--- config.mk ---
export PLATFORM = sky130hd
export DESIGN_NAME = reward_manager
export DESIGN_NICKNAME = d
export VERILOG_FILES = /design/src/rtl/reward_pkg.sv /design/src/rtl/reward_timer.sv /design/src/rtl/reward_manager.sv
export SDC_FILE = /design/constraint.sdc
export NUM_CORES = 1
export LEC_CHECK = 0
export ABC_AREA = 0
export CORE_ASPECT_RATIO = 2
export CORE_UTILIZATION = 47
export CTS_CLUSTER_SIZE = 25
export DETAILED_ROUTE_END_ITERATION = 16
export GPL_ROUTABILITY_DRIVEN = 0
export GPL_TIMING_DRIVEN = 0
export PLACE_DENSITY = 0.8
export SLEW_MARGIN = 30
export SYNTH_ARGS = -nofsm -noshare
export SYNTH_HDL_FRONTEND = slang
export SYNTH_SLANG_ARGS = --single-unit
export TNS_END_PERCENT = 20
--- constraint.sdc ---
create_clock -name clk -period 2.1 [get_ports clk]
set_input_delay 0.21 -clock clk [delete_from_list [all_inputs] [get_ports clk]]
set_output_delay 0.21 -clock clk [all_outputs]
set_load 0.03 [all_outputs]
--- src/rtl/reward_pkg.sv ---
// Shared constants for the reward manager: channel indices, reward type codes
// and the pickup handshake state encoding.
package reward_pkg;

    localparam int CH_INVINCIBLE = 0;
    localparam int CH_FASTER     = 1;
    localparam int CH_FROZEN     = 2;
    localparam int CH_LASER      = 3;

    localparam int TYPE_NONE       = 0;
    localparam int TYPE_INVINCIBLE = 1;
    localparam int TYPE_FASTER     = 2;
    localparam int TYPE_FROZEN     = 3;
    localparam int TYPE_LASER      = 4;

    typedef enum logic [1:0] {
        IDLE  = 2'd0,
        ARMED = 2'd1,
        ACK   = 2'd2
    } pickup_state_e;

endpackage

--- src/rtl/reward_timer.sv ---
// One reward channel countdown: load to DURATION takes priority over a tick
// decrement; the active flag drops on the same edge remain reaches zero.
module reward_timer
    import reward_pkg::*;
#(
    parameter int TIMER_W  = 10,
    parameter int DURATION = 30
) (
    input  logic               clk,
    input  logic               rst_n,
    input  logic               load,
    input  logic               dec_en,
    output logic               active,
    output logic [TIMER_W-1:0] remain
);

    logic [TIMER_W-1:0] remain_q, remain_d;
    logic               active_q, active_d;

    // Next-state: a load beats a same-cycle tick, so that tick is not counted.
    always_comb begin
        remain_d = remain_q;
        active_d = active_q;
        if (load) begin
            remain_d = TIMER_W'(DURATION);
            active_d = 1'b1;
        end else if (dec_en && active_q) begin
            remain_d = remain_q - TIMER_W'(1);
            active_d = (remain_q != TIMER_W'(1));
        end else begin
            remain_d = remain_q;
            active_d = active_q;
        end
    end

    // Channel state registers.
    always_ff @(posedge clk) begin
        if (!rst_n) begin
            remain_q <= '0;
            active_q <= 1'b0;
        end else begin
            remain_q <= remain_d;
            active_q <= active_d;
        end
    end

    assign active = active_q;
    assign remain = remain_q;

endmodule

--- src/rtl/reward_manager.sv ---
// Power-up manager: pickup handshake with the reward generator plus one
// independent countdown per channel. REWARD_FORCE_SW_EN adds the force_sw debug port.
module reward_manager
    import reward_pkg::*;
#(
    parameter int NUM_REWARDS = 4,
    parameter int POS_W       = 5,
    parameter int TIMER_W     = 10,
    parameter int DURATION    = 30,
    parameter int TYPE_W      = $clog2(NUM_REWARDS + 1)
) (
    input  logic                           clk,
    input  logic                           rst_n,
    input  logic                           tick,
    input  logic                           enable,
    input  logic                           mode_classic,
    input  logic                           mode_infinity,
    input  logic [POS_W-1:0]               tank_xpos,
    input  logic [POS_W-1:0]               tank_ypos,
    input  logic                           spawn_valid,
    input  logic [TYPE_W-1:0]              spawn_type,
    input  logic [POS_W-1:0]               spawn_xpos,
    input  logic [POS_W-1:0]               spawn_ypos,
`ifdef REWARD_FORCE_SW_EN
    input  logic [NUM_REWARDS-1:0]         force_sw,
`endif
    output logic                           spawn_ack,
    output logic [NUM_REWARDS-1:0]         reward_active,
    output logic [NUM_REWARDS*TIMER_W-1:0] reward_remain,
    output logic                           pickup_pulse,
    output logic [TYPE_W-1:0]              pickup_type,
    output logic                           addtime_pulse
);

    pickup_state_e          state_q;
    logic                   pickup_pulse_q, addtime_pulse_q;
    logic [TYPE_W-1:0]      pickup_type_q;
    logic                   match_s, pickup_s, addtime_s, dec_en_s;
    logic [NUM_REWARDS-1:0] load_s;
    logic                   unused_mode_s;

    // Classic is simply "not infinity"; the input is kept for the game interface.
    assign unused_mode_s = mode_classic;

    // Pickup detection and per-channel load decode.
    always_comb begin
        match_s   = (tank_xpos == spawn_xpos) && (tank_ypos == spawn_ypos);
        pickup_s  = enable && (state_q == ARMED) && spawn_valid && match_s;
        addtime_s = pickup_s && mode_infinity && (spawn_type == TYPE_W'(TYPE_INVINCIBLE));
        dec_en_s  = enable && tick;
        load_s    = '0;
        for (int i = 0; i < NUM_REWARDS; i++) begin
            if (pickup_s && (spawn_type == TYPE_W'(i + 1))
                && !((i == CH_INVINCIBLE) && mode_infinity)) begin
                load_s[i] = 1'b1;
            end else begin
                load_s[i] = 1'b0;
            end
        end
`ifdef REWARD_FORCE_SW_EN
        load_s = load_s | (force_sw & {NUM_REWARDS{dec_en_s}});
`endif
    end

    // Pickup handshake FSM with registered event outputs.
    always_ff @(posedge clk) begin
        if (!rst_n) begin
            state_q         <= IDLE;
            pickup_pulse_q  <= 1'b0;
            addtime_pulse_q <= 1'b0;
            pickup_type_q   <= '0;
        end else begin
            pickup_pulse_q  <= pickup_s;
            addtime_pulse_q <= addtime_s;
            if (pickup_s) begin
                pickup_type_q <= spawn_type;
            end else begin
                pickup_type_q <= pickup_type_q;
            end
            if (!enable) begin
                state_q <= IDLE;
            end else begin
                case (state_q)
                    IDLE:    state_q <= spawn_valid ? ARMED : IDLE;
                    ARMED:   state_q <= !spawn_valid ? IDLE : (match_s ? ACK : ARMED);
                    ACK:     state_q <= spawn_valid ? ACK : IDLE;
                    default: state_q <= IDLE;
                endcase
            end
        end
    end

    assign spawn_ack     = (state_q == ACK);
    assign pickup_pulse  = pickup_pulse_q;
    assign addtime_pulse = addtime_pulse_q;
    assign pickup_type   = pickup_type_q;

    for (genvar g = 0; g < NUM_REWARDS; g++) begin : g_timer
        reward_timer #(
            .TIMER_W  (TIMER_W),
            .DURATION (DURATION)
        ) u_timer (
            .clk    (clk),
            .rst_n  (rst_n),
            .load   (load_s[g]),
            .dec_en (dec_en_s),
            .active (reward_active[g]),
            .remain (reward_remain[g*TIMER_W +: TIMER_W])
        );
    end

endmodule

==> results of run 1 <==
## routing by layer
| layer | up-vias | wire [um] |
|---|---|---|
| met4 | 0 | 94 |
| met3 | 6 | 184 |
| li1 | 1192 | - |
| met2 | 62 | 3568 |
| met5 | - | 0 |
| met1 | 1136 | 2279 |
## worst max-delay path: stages
cell and delay [ns]:
clkdlybuf4s50_1 0.41, xnor2_1 0.24, nand4_1 0.31, nor4_1 0.80, mux2i_1 0.26
## cells in the mapped netlist, types with 4 or more instances
cell type	count	area [um^2]
and3_1	5	31.28
buf_4	4	30.03
clkbuf_1	12	45.04
dfxtp_1	51	1021
ha_1	8	100.1
inv_1	11	41.29
nand2_1	12	45.04
nand3_1	8	40.04
nand3b_1	4	30.03
nand4_1	16	100.1
nor2_1	12	45.04
nor3_1	36	180.2
nor4_1	10	62.56
o21a_1	22	165.2
xnor2_1	29	254.0
xor2_1	16	140.1
## state kept, by name, summed over array words and instances (netlist names)
signal and flops:
state_q 2, g_timer.u_timer.active 4, g_timer.u_timer.remain 40, pickup_pulse 1, addtime_pulse 1, pickup_type 3
## kinds of logic (layout without fill, tap and decap cells)
kind of cell               Yosys count  in the layout  synth area share
buffers and inverters               30            115           0.05024
muxes                                3              3           0.01159
DFF                                 51             51            0.3942
adders and majority gates            8              8           0.03865
and+or+nand+nor                    121            121            0.2647
xor gates and xnor gates            45             45            0.1522
AOI/OAI and AO/OA                   31             31           0.08841
## stage by stage
stage | cells | hold slack (ns)
floorplan | 289 | 0.3522
global placement | 424 | 0.4495
detailed placement | 424 | 0.4527
CTS | 432 | 0.4730
global route | 432 | 0.4847
finish | 432 | 0.4717
## repair_timing
action	in CTS	in global routing
resized for setup	0	8
hold endpoints to repair	0	0
endpoints found under the setup margin	0	30
setup buffers	0	0
## worst max path at each step
stage,slack (ns),cells past startpoint,startpoint,end
5_1_grt,-0.009,5,spawn_ypos[2],pickup_type[1]
3_3_place_gp,-0.21,6,spawn_ypos[2],g_timer[0].u_timer.remain[4]
2_1_floorplan,0.20,4,g_timer[1].u_timer.remain[5],g_timer[1].u_timer.remain[9]
4_1_cts,0.05,6,spawn_ypos[2],g_timer[0].u_timer.remain[2]
6_report,0.11,5,spawn_ypos[2],pickup_type[0]
3_5_place_dp,-0.26,6,spawn_ypos[2],g_timer[0].u_timer.remain[3]
## power by group through the flow
stage / logic [uW] / clock network [uW] / registers [uW]
after floorplan: 51.0 / 0 / 990
after global placement: 124 / 0 / 990
after detailed placement: 125 / 0 / 990
after global routing: 136 / 606 / 968
final: 126 / 568 / 968
after CTS: 125 / 569 / 968
## final cells by class
class,count,area share
multi-input cells,208,0.4106
flip-flops and latches,51,0.2888
repair buffers,77,0.2181
plain buffers,18,0.02513
clock buffers,6,0.02053
well taps,58,0.02053
inverters,12,0.01274
clock inverters,2,0.003540
## layout by cell type (no fill, tap or decap), drive strengths merged
cell	n
a211oi	1
a21oi	3
a41oi	1
and2	1
and3	5
and3b	1
and4b	1
buf	6
clkbuf	18
clkdlybuf4s50	77
clkinv	2
clkinvlp	1
dfxtp	51
ha	8
inv	11
mux2i	3
nand2	12
nand3	8
nand3b	4
nand4	16
nand4b	2
nor2	12
nor2b	1
nor3	36
nor3b	2
nor4	10
nor4b	3
o21a	22
o21ai	2
o31a	2
or2	1
or3	3
or4	1
or4b	2
xnor2	29
xor2	16
==> summary.md, run 1 <==
| Metric | Value |
|---|---|
| Register bit count reported by yosys | `51` |
| I/O Pins | `80` |
| Dpl hpwl | `4689 um` |
| Sum Neg Setup Slack | `0 ns` |
| Core ar. | `5231 um^2` |
| RR Startpoint | `g_timer[1].u_timer.remain[5]` |
| Sequential cell area | `1021 um^2` |
| Final-report max-slew violation count | `0` |
| R2R cell count | `4` |
| Post-synth top flop | `dfxtp_1` |
| Register area share after synthesis | `0.3942` |
| Crit-path max FO | `5` |
| Die area | `5829 um^2` |
| Residual DRC count | `0` |
| Worst EP required | `2.34 ns` |
| CTS max path bufs | `2` |
| Rel. slew slack | `0.4253` |
| # port buffers | `77` |
| Largest net degree at the start of global routing | `16` |
| Final cycle utilization of the critical path | `0.9460` |
| Netlist cell types | `37` |
| GR Layer Usage met3 | `0.03546` |
| P_leak | `0.001217 uW` |
| Maximum vdd ir drop | `0.5236 mV` |
| Power share of the combinational group | `0.076` |
| Post-Syn Area | `2590 um^2` |
| Hold Path Sink | `pickup_type[1]` |
| Syn nets | `327` |
| GRT busiest layer | `met2` |
| Sequential Power Share | `0.582` |
| Post-synth ARST share | `0` |
| Dpl cell area | `3433 um^2` |
| Min Tclk post-route | `1.986 ns` |
| Diode count | `0` |
| DIE HEIGHT | `107.0 um` |
| First-pass GRT wire length | `9811 um` |
| Hold WC Path Type | `reg2reg` |
| Worst-Skew Late Latency | `0.31 ns` |
| 1st-pass router iterations | `4` |
| Layout cell share with drive strength beyond 1 | `0.06150` |
| Sw frac | `0.2374` |
| Max-cap viol count | `0` |
| Clk pwr share | `0.342` |
| Setup ws final | `0.1135 ns` |
| Total grt overflow | `0` |
| GR Util met1 | `0.2199` |
| Final Util | `0.6757` |
| Vias per cell | `5.546` |
| Hold_sp | `pickup_type[1]` |
| R2R setup slack | `0.24 ns` |
| Internal power | `1267 uW` |
| Final Setup Violations | `0` |
| Mapped Cells | `289` |
| Post-synth EDFFs | `0` |
| Drt total wl | `6127 um` |
| Clock skew | `0.004561 ns` |
| Worst EP arrival | `2.23 ns` |
| Worst-margin pin slew | `0.8542 ns` |
| Initial antenna violation count | `0` |
| Layout Nets | `411` |
| GR Util met2 | `0.4486` |
| Initial Util | `0.4951` |
| Num rows | `37` |
| Max frequency | `0.5034 GHz` |
| Switching pwr | `394.7 uW` |
| Outcome | `finished, final reports clean` |
| Filler cells | `431` |
| Tot GR Track Use | `0.2303` |
| Final hold vios | `0` |
| Area occupied by multi-input gates | `1451 um^2` |
| Design area | `3535 um^2` |
| Worst r2r dst | `g_timer[1].u_timer.remain[9]` |
| CTS clk-pin slew, worst paths | `0.09 ns` |
| Pwr dens | `470.2 nW/um^2` |
| CTS Hold Bufs | `0` |
| WL/cell | `14.18 um` |
| CTS tree | `done` |
| Root buf cell | `clkbuf_8` |
| Clock sinks | `51` |
| ANT nets after route | `0` |
| Vias in the first global route | `2228` |
| H-tree depth | `2` |
| Final Power | `1662 uW` |
| CP Capture Type | `flop` |
| Die X | `54.49 um` |
| Synth warn | `0` |
| Hold depth | `2` |
| CTS buffer count | `5` |
| Iter 0 DRT Violations | `31` |
| Area Growth Syn to Fin | `36.47%` |
| Placement Setup Slack | `-0.2615 ns` |
| Kind of critical path | `in2reg` |
| CP startpoint kind | `primary input` |
| Synth Area per Inst | `8.962 um^2` |
| Vias post-DR | `2396` |
No activity file was read; power rests on OpenSTA's default activity.
==> run 2: changes to the inputs <==
Settings changed: MAX_ROUTING_LAYER set to met4.
==> summary.md, run 2 (synthesis gave the netlist of run 1 again) <==
| Metric | Value |
|---|---|
| CP Capture Type | `flop` |
| Outcome | `finished, final reports clean` |
| Sequential Power Share | `0.582 (about the same)` |
| Final Setup Violations | `0 (unchanged)` |
| ANT nets after route | `0 (unchanged)` |
| Setup ws final | `0.1023 ns (-0.01115 ns)` |
| Design area | `3535 um^2 (unchanged)` |
| Vias per cell | `5.549 (about the same)` |
| I/O Pins | `80 (unchanged)` |
| Num rows | `37 (unchanged)` |
| DIE HEIGHT | `107.0 um (unchanged)` |
| Iter 0 DRT Violations | `33 (+6.5%)` |
| WHS | `0.4718 ns (+0.00004300 ns)` |
| Worst EP arrival | `2.24 ns (about the same)` |
| Max frequency | `0.5006 GHz (-0.56%)` |
| Switching pwr | `394.4 uW (about the same)` |
| Die area | `5829 um^2 (unchanged)` |
| 1st-pass router iterations | `4 (unchanged)` |
| Initial Util | `0.4951 (unchanged)` |
| Layout Nets | `411 (unchanged)` |
| First-pass GRT wire length | `9818 um (about the same)` |
| Core ar. | `5231 um^2 (unchanged)` |
| Final cycle utilization of the critical path | `0.9513 (+0.005311)` |
| Root buf cell | `clkbuf_8` |
| Layout cell share with drive strength beyond 1 | `0.06150 (unchanged)` |
| Maximum vdd ir drop | `0.5239 mV (about the same)` |
| Commonest non-fill, non-tap cell in the layout | `clkdlybuf4s50_1` |
| Largest net degree at the start of global routing | `16 (unchanged)` |
| CTS max path bufs | `2 (unchanged)` |
| Vias in the first global route | `2232 (+0.18%)` |
| Setup repair bufs after CTS | `0 (unchanged)` |
| CTS Hold Bufs | `0 (unchanged)` |
| CTS clk-pin slew, worst paths | `0.09 ns (about the same)` |
| Filler cells | `431 (unchanged)` |
| Commonest non-fill, non-tap cells in the layout | `clkdlybuf4s50_1 (77), dfxtp_1 (51), nor3_1 (36)` |
| Total grt overflow | `0 (unchanged)` |
| Worst-margin pin slew | `0.8585 ns (+0.004277 ns)` |
| CTS buffer count | `5 (unchanged)` |
| Tot GR Track Use | `0.2362 (+0.005877)` |
| Clock sinks | `51 (unchanged)` |
| Vias post-DR | `2397 (+0.042%)` |
| Worst EP required | `2.34 ns (about the same)` |
| Drt total wl | `6107 um (-0.33%)` |
| Placement Setup Slack | `-0.2615 ns (unchanged)` |
| Residual DRC count | `0 (unchanged)` |
| Max-cap viol count | `0 (unchanged)` |
| Power share of the combinational group | `0.076 (about the same)` |
| Dpl cells | `424 (unchanged)` |
| Rel. slew slack | `0.4224 (-0.002877)` |
| Final-report max-slew violation count | `0 (unchanged)` |
| Crit-path max FO | `5 (unchanged)` |
| Pwr dens | `470.2 nW/um^2 (about the same)` |
| Clock skew | `0.004684 ns (+0.0001236 ns)` |
| # port buffers | `77 (unchanged)` |
| CP startpoint kind | `primary input` |
| WL/cell | `14.14 um (-0.33%)` |
| Worst-Skew Late Latency | `0.31 ns (about the same)` |
| Internal power | `1267 uW (about the same)` |
| Final Util | `0.6757 (unchanged)` |
| Final hold vios | `0 (unchanged)` |
| CTS tree | `done` |
| Min Tclk post-route | `1.998 ns (+0.01115 ns)` |
| H-tree depth | `2 (unchanged)` |
| Hold WC Path Type | `reg2reg` |
| Die X | `54.49 um (unchanged)` |
| Dpl hpwl | `4689 um (unchanged)` |
| Diode count | `0 (unchanged)` |
| P_leak | `0.001217 uW (unchanged)` |
| Area Growth Syn to Fin | `36.47% (unchanged)` |
| Clk pwr share | `0.342 (about the same)` |
| Sw frac | `0.2373 (about the same)` |
| Max reg flops | `40 (unchanged)` |
| Finished Layout Cells | `432 (unchanged)` |
| Dpl cell area | `3433 um^2 (unchanged)` |
| Cts repair resizes | `0 (unchanged)` |
| Kind of critical path | `in2reg` |
| Initial antenna violation count | `0 (unchanged)` |
[run 2: cell counts in the layout (fill, tap and decap cells not counted)]
No cell type changed its count.
[run 2: path summary, 6_finish.rpt]
check / start / to / slack, ns / cells past startpoint
worst min register to register: pickup_type[1] / pickup_type[1] / 0.47 / 2
worst max register to register: g_timer[1].u_timer.remain[5] / g_timer[1].u_timer.remain[9] / 0.24 / 4
worst max-delay path: spawn_ypos[2] / pickup_type[0] / 0.10 / 5
worst min-delay path: pickup_type[1] / pickup_type[1] / 0.47 / 2
[run 2: power by group through the flow]
stage | clock [uW] | sequential (uW) | combinational (uW)
after floorplan | 0 | 990 | 51.0
final | 568 | 968 | 126
after CTS | 569 | 968 | 125
after global routing | 606 | 968 | 136
after global placement | 0 | 990 | 124
after detailed placement | 0 | 990 | 125
[run 2: cell type report]
| type | count | area (um^2) | share of cell area |
|---|---|---|---|
| Multi-Input combinational cell | 208 | 1451 | 0.4106 |
| Inverter | 12 | 45.04 | 0.01274 |
| Tap cell | 58 | 72.57 | 0.02053 |
| Clock buffer | 6 | 72.57 | 0.02053 |
| Buffer | 18 | 88.84 | 0.02513 |
| Clock inverter | 2 | 12.51 | 0.003540 |
| Sequential cell | 51 | 1021 | 0.2888 |
| Timing Repair Buffer | 77 | 770.7 | 0.2181 |
[run 2: per-layer routing]
layer,wire [um],vias to the layer above,share of wire,global-route usage
li1,-,1189,-,-
met1,2284,1138,0.37,0.2234
met2,3570,64,0.58,0.4486
met3,154,6,0.025,0.02979
met4,98,0,0.016,0.08242
met5,0,-,0,-
[run 2: metrics by stage]
step / total power, uW / setup TNS (ns)
floorplan: 1041 / 0
global placement: 1115 / -6.048
detailed placement: 1115 / -7.230
CTS: 1661 / 0
global route: 1710 / -0.008955
finish: 1662 / 0
[run 2: worst max-delay path, cell delays in order]
cell             delay (ns)
clkdlybuf4s50_1        0.41
xnor2_1                0.24
nand4_1                0.31
nor4_1                 0.80
mux2i_1                0.26
==> RTL edit 1 (config.mk and constraints of run 1) <==
Build with the macro `REWARD_FORCE_SW_EN` defined.
--- a/src/rtl/reward_manager.sv
+++ b/src/rtl/reward_manager.sv
@@ -1,5 +1,7 @@
 // Power-up manager: pickup handshake with the reward generator plus one
 // independent countdown per channel. REWARD_FORCE_SW_EN adds the force_sw debug port.
+`define REWARD_FORCE_SW_EN
+
 module reward_manager
     import reward_pkg::*;
 #(
Ports: changed (added force_sw); port bits go from 80 to 84. No check against the original RTL was run, so the function may have changed too.
==> RTL edit 1 against run 1 <==
- sequential cell count unchanged
- hold slack worse by 0.17 ns
- wire length increased by 3.1%
- setup slack improved by 0.10 ns
- design area grew 2.0%
- die area grew 1.4%
- sequential share of layout area is 0.57 points lower
- non-clock buffer count decreased by 2
- area after synthesis rose by 1.4%
- highest routed layer unchanged
Power is not compared: it rests on default switching activity, and its combinational part moved more than twofold at a synthesized area within 25%.
==> RTL edit 1: results (changes against run 1) <==
| Metric | Value |
|---|---|
| Initial DRC Count | `67 (+120%)` |
| GRT Util Overall | `23.57% (+0.54 points)` |
| DR pass1 iterations | `5 (+1)` |
| Reg2reg path depth | `7 (+3)` |
| Reg2reg start | `g_timer[0].u_timer.remain[0]` |
| Synth area leaders | `dfxtp_1 39%, xnor2_1 10%, o21a_1 5.7%, nand2_1 5.3%, ha_1 3.8%` |
| Hpwl dp | `4883 um (+4.1%)` |
| CP arrival | `2.10 ns (-0.13 ns)` |
| Fmax | `530.0 MHz (+5.3%)` |
| Crit. Startpoint | `tick` |
| Layout cells sized above 1 | `7.273% (+1.1 points)` |
| Fillers | `481 (+12%)` |
| Sequential fraction of the synthesis area | `38.86% (-0.56 points)` |
| Clock slew at reported path FFs | `0.10 ns` |
| Port Buffers | `81 (+5.2%)` |
| Pint | `1.432 mW` |
| Maximum clock insertion buffer count | `2 (unchanged)` |
| R2R Setup Slk | `0.38 ns (+0.14 ns)` |
| Status | `finished clean` |
| Hold depth | `3 (+1)` |
| Largest net degree at the start of global routing | `18 (+2)` |
| Via density | `5.375 (-3.1%)` |
| Post-Route WL | `6315 um (+3.1%)` |
| Synth top cells by count | `51 x dfxtp_1, 37 x nand2_1, 30 x xnor2_1` |
| Max reg flops | `40 (unchanged)` |
| Setup slack at placement | `-0.1618 ns (+0.09963 ns)` |
| Worst reg2reg path endpoint | `g_timer[0].u_timer.remain[8]` |
| Crit path to | `g_timer[2].u_timer.remain[3]` |
| Vias in the first global route | `2347 (+5.3%)` |
| Synth Net Count | `338 (+3.4%)` |
| Hold/Removal Path Class | `in2reg` |
| Unique cell type count in the Yosys netlist | `41 (+11%)` |
| Crit path max fanout | `10 (+5)` |
| Clk_skew | `0.004802 ns (+0.0002414 ns)` |
| First-pass GRT wire length | `10300 um (+5.0%)` |
| Final Net Count | `426 (+3.6%)` |
| Relative slew slack | `66.09% (+24 points)` |
| Final ANT Viol Nets | `0 (unchanged)` |
[RTL edit 1: cell count changes after synthesis, sizes merged, moves of 4 or more]
cell,change
nand2,+25
nor3,-19
nor2,+14
nand4,-12
clkbuf,-9
nand3,+5
xor2,-5
and3,-4
nand3b,-4
nor2b,+4
o211ai,+4
[RTL edit 1: how the worst min path moves through the flow]
stage,from,to,slack (ns)
floorplan,spawn_type[0],addtime_pulse,0.36
global placement,pickup_type[0],pickup_type[0],0.50
detailed placement,pickup_type[0],pickup_type[0],0.52
CTS,enable,state_q[1],0.30
global route,enable,state_q[1],0.31
finish,enable,state_q[1],0.30
[RTL edit 1: power groups by stage]
stage	sequential, mW	combinational (mW)	clock [mW]
after floorplan	1.11	0.171	0
after global placement	1.06	0.381	0
after detailed placement	1.07	0.388	0
after CTS	1.04	0.390	0.596
after global routing	1.05	0.420	0.635
final	1.04	0.387	0.586
[RTL edit 1: final cells by class]
cell class / count / share of cell area (%)
multi-input combinational: 224 / 41.64
sequential: 51 / 28.31
timing repair buffer: 81 / 22.48
tap: 60 / 2.082
buffer: 12 / 1.978
clock buffer: 5 / 1.908
inverter: 9 / 0.9368
clock inverter: 3 / 0.6593
[RTL edit 1: metal layers]
| layer | vias up | GRT usage, % | routed length [um] |
|---|---|---|---|
| li1 | 1198 | - | - |
| met1 | 1126 | 23.27 | 2346 |
| met2 | 53 | 43.12 | 3494 |
| met3 | 15 | 4.661 | 289 |
| met4 | 0 | 10.99 | 184 |
| met5 | - | 0 | 0 |
[RTL edit 1: cells by family (layout without fill, tap and decap cells)]
kind of cell,count (synthesis),in the layout,share of synthesized area [%]
buf+inv,21,110,4.000
compound gates,34,34,9.476
mux,3,3,1.143
fa+ha+maj,8,8,3.810
flops,51,51,38.86
simple gates,138,138,29.05
xor+xnor,41,41,13.67
[RTL edit 1: worst max-delay path, stage by stage]
cell and delay [ns]:
clkdlybuf4s50_1 0.68, and2_2 0.23, buf_2 0.25, nand2_1 0.16
o41ai_1 0.26, nand3_1 0.13, o21a_1 0.18
[RTL edit 1: stage by stage]
stage	area (um^2)	setup TNS (ns)	instances	util (%)
2_1_floorplan	2628	0	296	-
3_3_place_gp	3513	-0.6235	437	64.82
3_5_place_dp	3513	-1.132	437	64.82
4_1_cts	3606	0	445	66.53
5_1_grt	3606	0	445	66.53
6_report	3606	0	445	66.53
==> RTL edit 2 (config.mk and constraints of run 1) <==
Without the edit above. Register the inputs `mode_classic` and `mode_infinity` before use, with the module's reset. The logic sees them one clock later. The other inputs are not delayed to match.
--- a/src/rtl/reward_manager.sv
+++ b/src/rtl/reward_manager.sv
@@ -32,6 +32,19 @@
     output logic                           addtime_pulse
 );
 
+    logic mode_classic_q;
+    logic mode_infinity_q;
+
+    always_ff @(posedge clk) begin
+        if (!rst_n) begin
+            mode_classic_q  <= '0;
+            mode_infinity_q <= '0;
+        end else begin
+            mode_classic_q  <= mode_classic;
+            mode_infinity_q <= mode_infinity;
+        end
+    end
+
     pickup_state_e          state_q;
     logic                   pickup_pulse_q, addtime_pulse_q;
     logic [TYPE_W-1:0]      pickup_type_q;
@@ -40,18 +53,18 @@
     logic                   unused_mode_s;
 
     // Classic is simply "not infinity"; the input is kept for the game interface.
-    assign unused_mode_s = mode_classic;
+    assign unused_mode_s = mode_classic_q;
 
     // Pickup detection and per-channel load decode.
     always_comb begin
         match_s   = (tank_xpos == spawn_xpos) && (tank_ypos == spawn_ypos);
         pickup_s  = enable && (state_q == ARMED) && spawn_valid && match_s;
-        addtime_s = pickup_s && mode_infinity && (spawn_type == TYPE_W'(TYPE_INVINCIBLE));
+        addtime_s = pickup_s && mode_infinity_q && (spawn_type == TYPE_W'(TYPE_INVINCIBLE));
         dec_en_s  = enable && tick;
         load_s    = '0;
         for (int i = 0; i < NUM_REWARDS; i++) begin
             if (pickup_s && (spawn_type == TYPE_W'(i + 1))
-                && !((i == CH_INVINCIBLE) && mode_infinity)) begin
+                && !((i == CH_INVINCIBLE) && mode_infinity_q)) begin
                 load_s[i] = 1'b1;
             end else begin
                 load_s[i] = 1'b0;
Check against the original RTL: not equivalent (Yosys sat finds a counterexample within 4 cycles, from zero or initial values and one cycle with rst_n low).
==> RTL edit 2 against run 1 <==
- setup slack improved by 0.074 ns
- largest cell class unchanged
- power rose by 23%
- wire length rose by 5.9%
- critical endpoint is now g_timer[2].u_timer.remain[2]
- design area rose by 5.8%
- area after synthesis rose by 5.7%
- utilization fell by 1.5 points
- critical path depth rose by 2
- sequential cell count rose by 1
- first-iteration DRC count rose by 130%
- cell count rose by 1.2%
- highest routed layer unchanged
==> RTL edit 2: results (changes against run 1) <==
| Metric | Value |
|---|---|
| Clock slew at reported path FFs | `0.07 ns (-0.02 ns)` |
| Leakage | `1.274 nW (+4.7%)` |
| M3 GR Usage | `4.941% (+1.4 points)` |
| Setup slack at placement | `-0.1013 ns (+0.1602 ns)` |
| Met3 wire len | `258 um (+40%)` |
| Clk_skew | `0.005561 ns (+0.001000 ns)` |
| Max reg flops | `40 (unchanged)` |
| Hold/Removal Path Class | `in2reg` |
| Status | `finished clean` |
| Clock root cell | `clkbuf_16` |
| DR top layer | `met4` |
| Post-Route WL | `6489 um (+5.9%)` |
| Unique cell type count in the Yosys netlist | `40 (+8.1%)` |
| CTS resizes | `0 (unchanged)` |
| Hpwl dp | `4944 um (+5.4%)` |
| Syn Area/Cell | `9.375 um^2 (+4.6%)` |
| HP Start | `rst_n` |
| Worst path max stage delay | `0.54 ns (-0.26 ns)` |
| Crit. Startpoint | `enable` |
| Fillers | `476 (+10%)` |
| Worst vdd ir | `0.0006036 V (+15%)` |
| Initial DRC Count | `70 (+130%)` |
| Crit path max fanout | `10 (+5)` |
| Reg2reg start | `state_q[1]` |
| Via density | `5.542 (about the same)` |
| Synth top cells by count | `52 x dfxtp_1, 31 x xnor2_1, 27 x nor3b_1` |
| Reg power frac | `48.4% (-9.8 points)` |
| CP max stage cell | `clkdlybuf4s50_1` |
| Layout cells sized above 1 | `7.181% (+1.0 points)` |
| Post-CTS setup buffer count | `0 (unchanged)` |
| CTS Buf Count | `5 (unchanged)` |
| Port Buffers | `76 (-1.3%)` |
| CP arrival | `2.15 ns (-0.08 ns)` |
| Final Net Count | `413 (+0.49%)` |
| R2R Setup Slk | `0.32 ns (+0.08 ns)` |
| Routing usage on met2 | `42.35% (-2.5 points)` |
| Synth Net Count | `330 (+0.92%)` |
| Met1 usage | `20.10% (-1.9 points)` |
| Relative slew slack | `54.17% (+12 points)` |
| DR WL met2 | `3578 um (+0.28%)` |
| Worst reg2reg path endpoint | `g_timer[1].u_timer.remain[4]` |
| Hold Crit Endpoint | `g_timer[3].u_timer.remain[6]` |
| Reg2reg path depth | `5 (+1)` |
| Synth area leaders | `dfxtp_1 38%, xnor2_1 9.9%, nor3b_1 7.4%, o21a_1 5.8%, xor2_1 4.5%` |
| Maximum clock insertion buffer count | `2 (unchanged)` |
| Net Sw Power | `0.4221 mW (+7.0%)` |
| Dpl cells | `429 (+1.2%)` |
| M1 wire length | `2359 um (+3.5%)` |
| Fin crit share | `91.08% (-3.5 points)` |
| GRT Util Overall | `21.76% (-1.3 points)` |
| Routed len/inst | `14.85 um (+4.7%)` |
| Sequential fraction of the synthesis area | `38.03% (-1.4 points)` |
| First-pass GRT wire length | `10360 um (+5.6%)` |
| Clk Latency, worst-skew pair | `0.29 ns (-0.02 ns)` |
| Crit path to | `g_timer[2].u_timer.remain[2]` |
| Clock distribution power | `0.917 mW (+61%)` |
| Final hold slack | `0.3359 ns (-0.1358 ns)` |
| Vias in the first global route | `2360 (+5.9%)` |
## RTL edit 2: layout make-up
type,count,share of cell area [%]
Timing Repair Buffer,76,20.35
Buffer,19,2.544
Tap cell,61,2.041
Clock inverter,2,0.9371
Inverter,10,1.004
Multi-Input combinational cell,211,41.83
Sequential cell,52,27.84
Clock buffer,6,3.447
## RTL edit 2: critical path: cells and delay by family
kind	cells	cell delay [ns]
AOI/OAI and AO/OA	1	0.16
buffers and inverters	3	1.08
and+or+nand+nor	3	0.69
## RTL edit 2: logic make-up after synthesis
kind of cell	share of synthesized area [%]
xor gates and xnor gates	14.40
muxes	1.097
AOI/OAI and AO/OA	8.318
adders and majority gates	3.656
DFF	38.03
buffers and inverters	4.845
and+or+nand+nor	29.66
## RTL edit 2: stage by stage
stage | total power, mW | cell area, um^2
floorplan | 1.074 | 2738
global placement | 1.147 | 3575
detailed placement | 1.150 | 3575
CTS | 2.057 | 3739
global route | 2.108 | 3739
finish | 2.044 | 3739
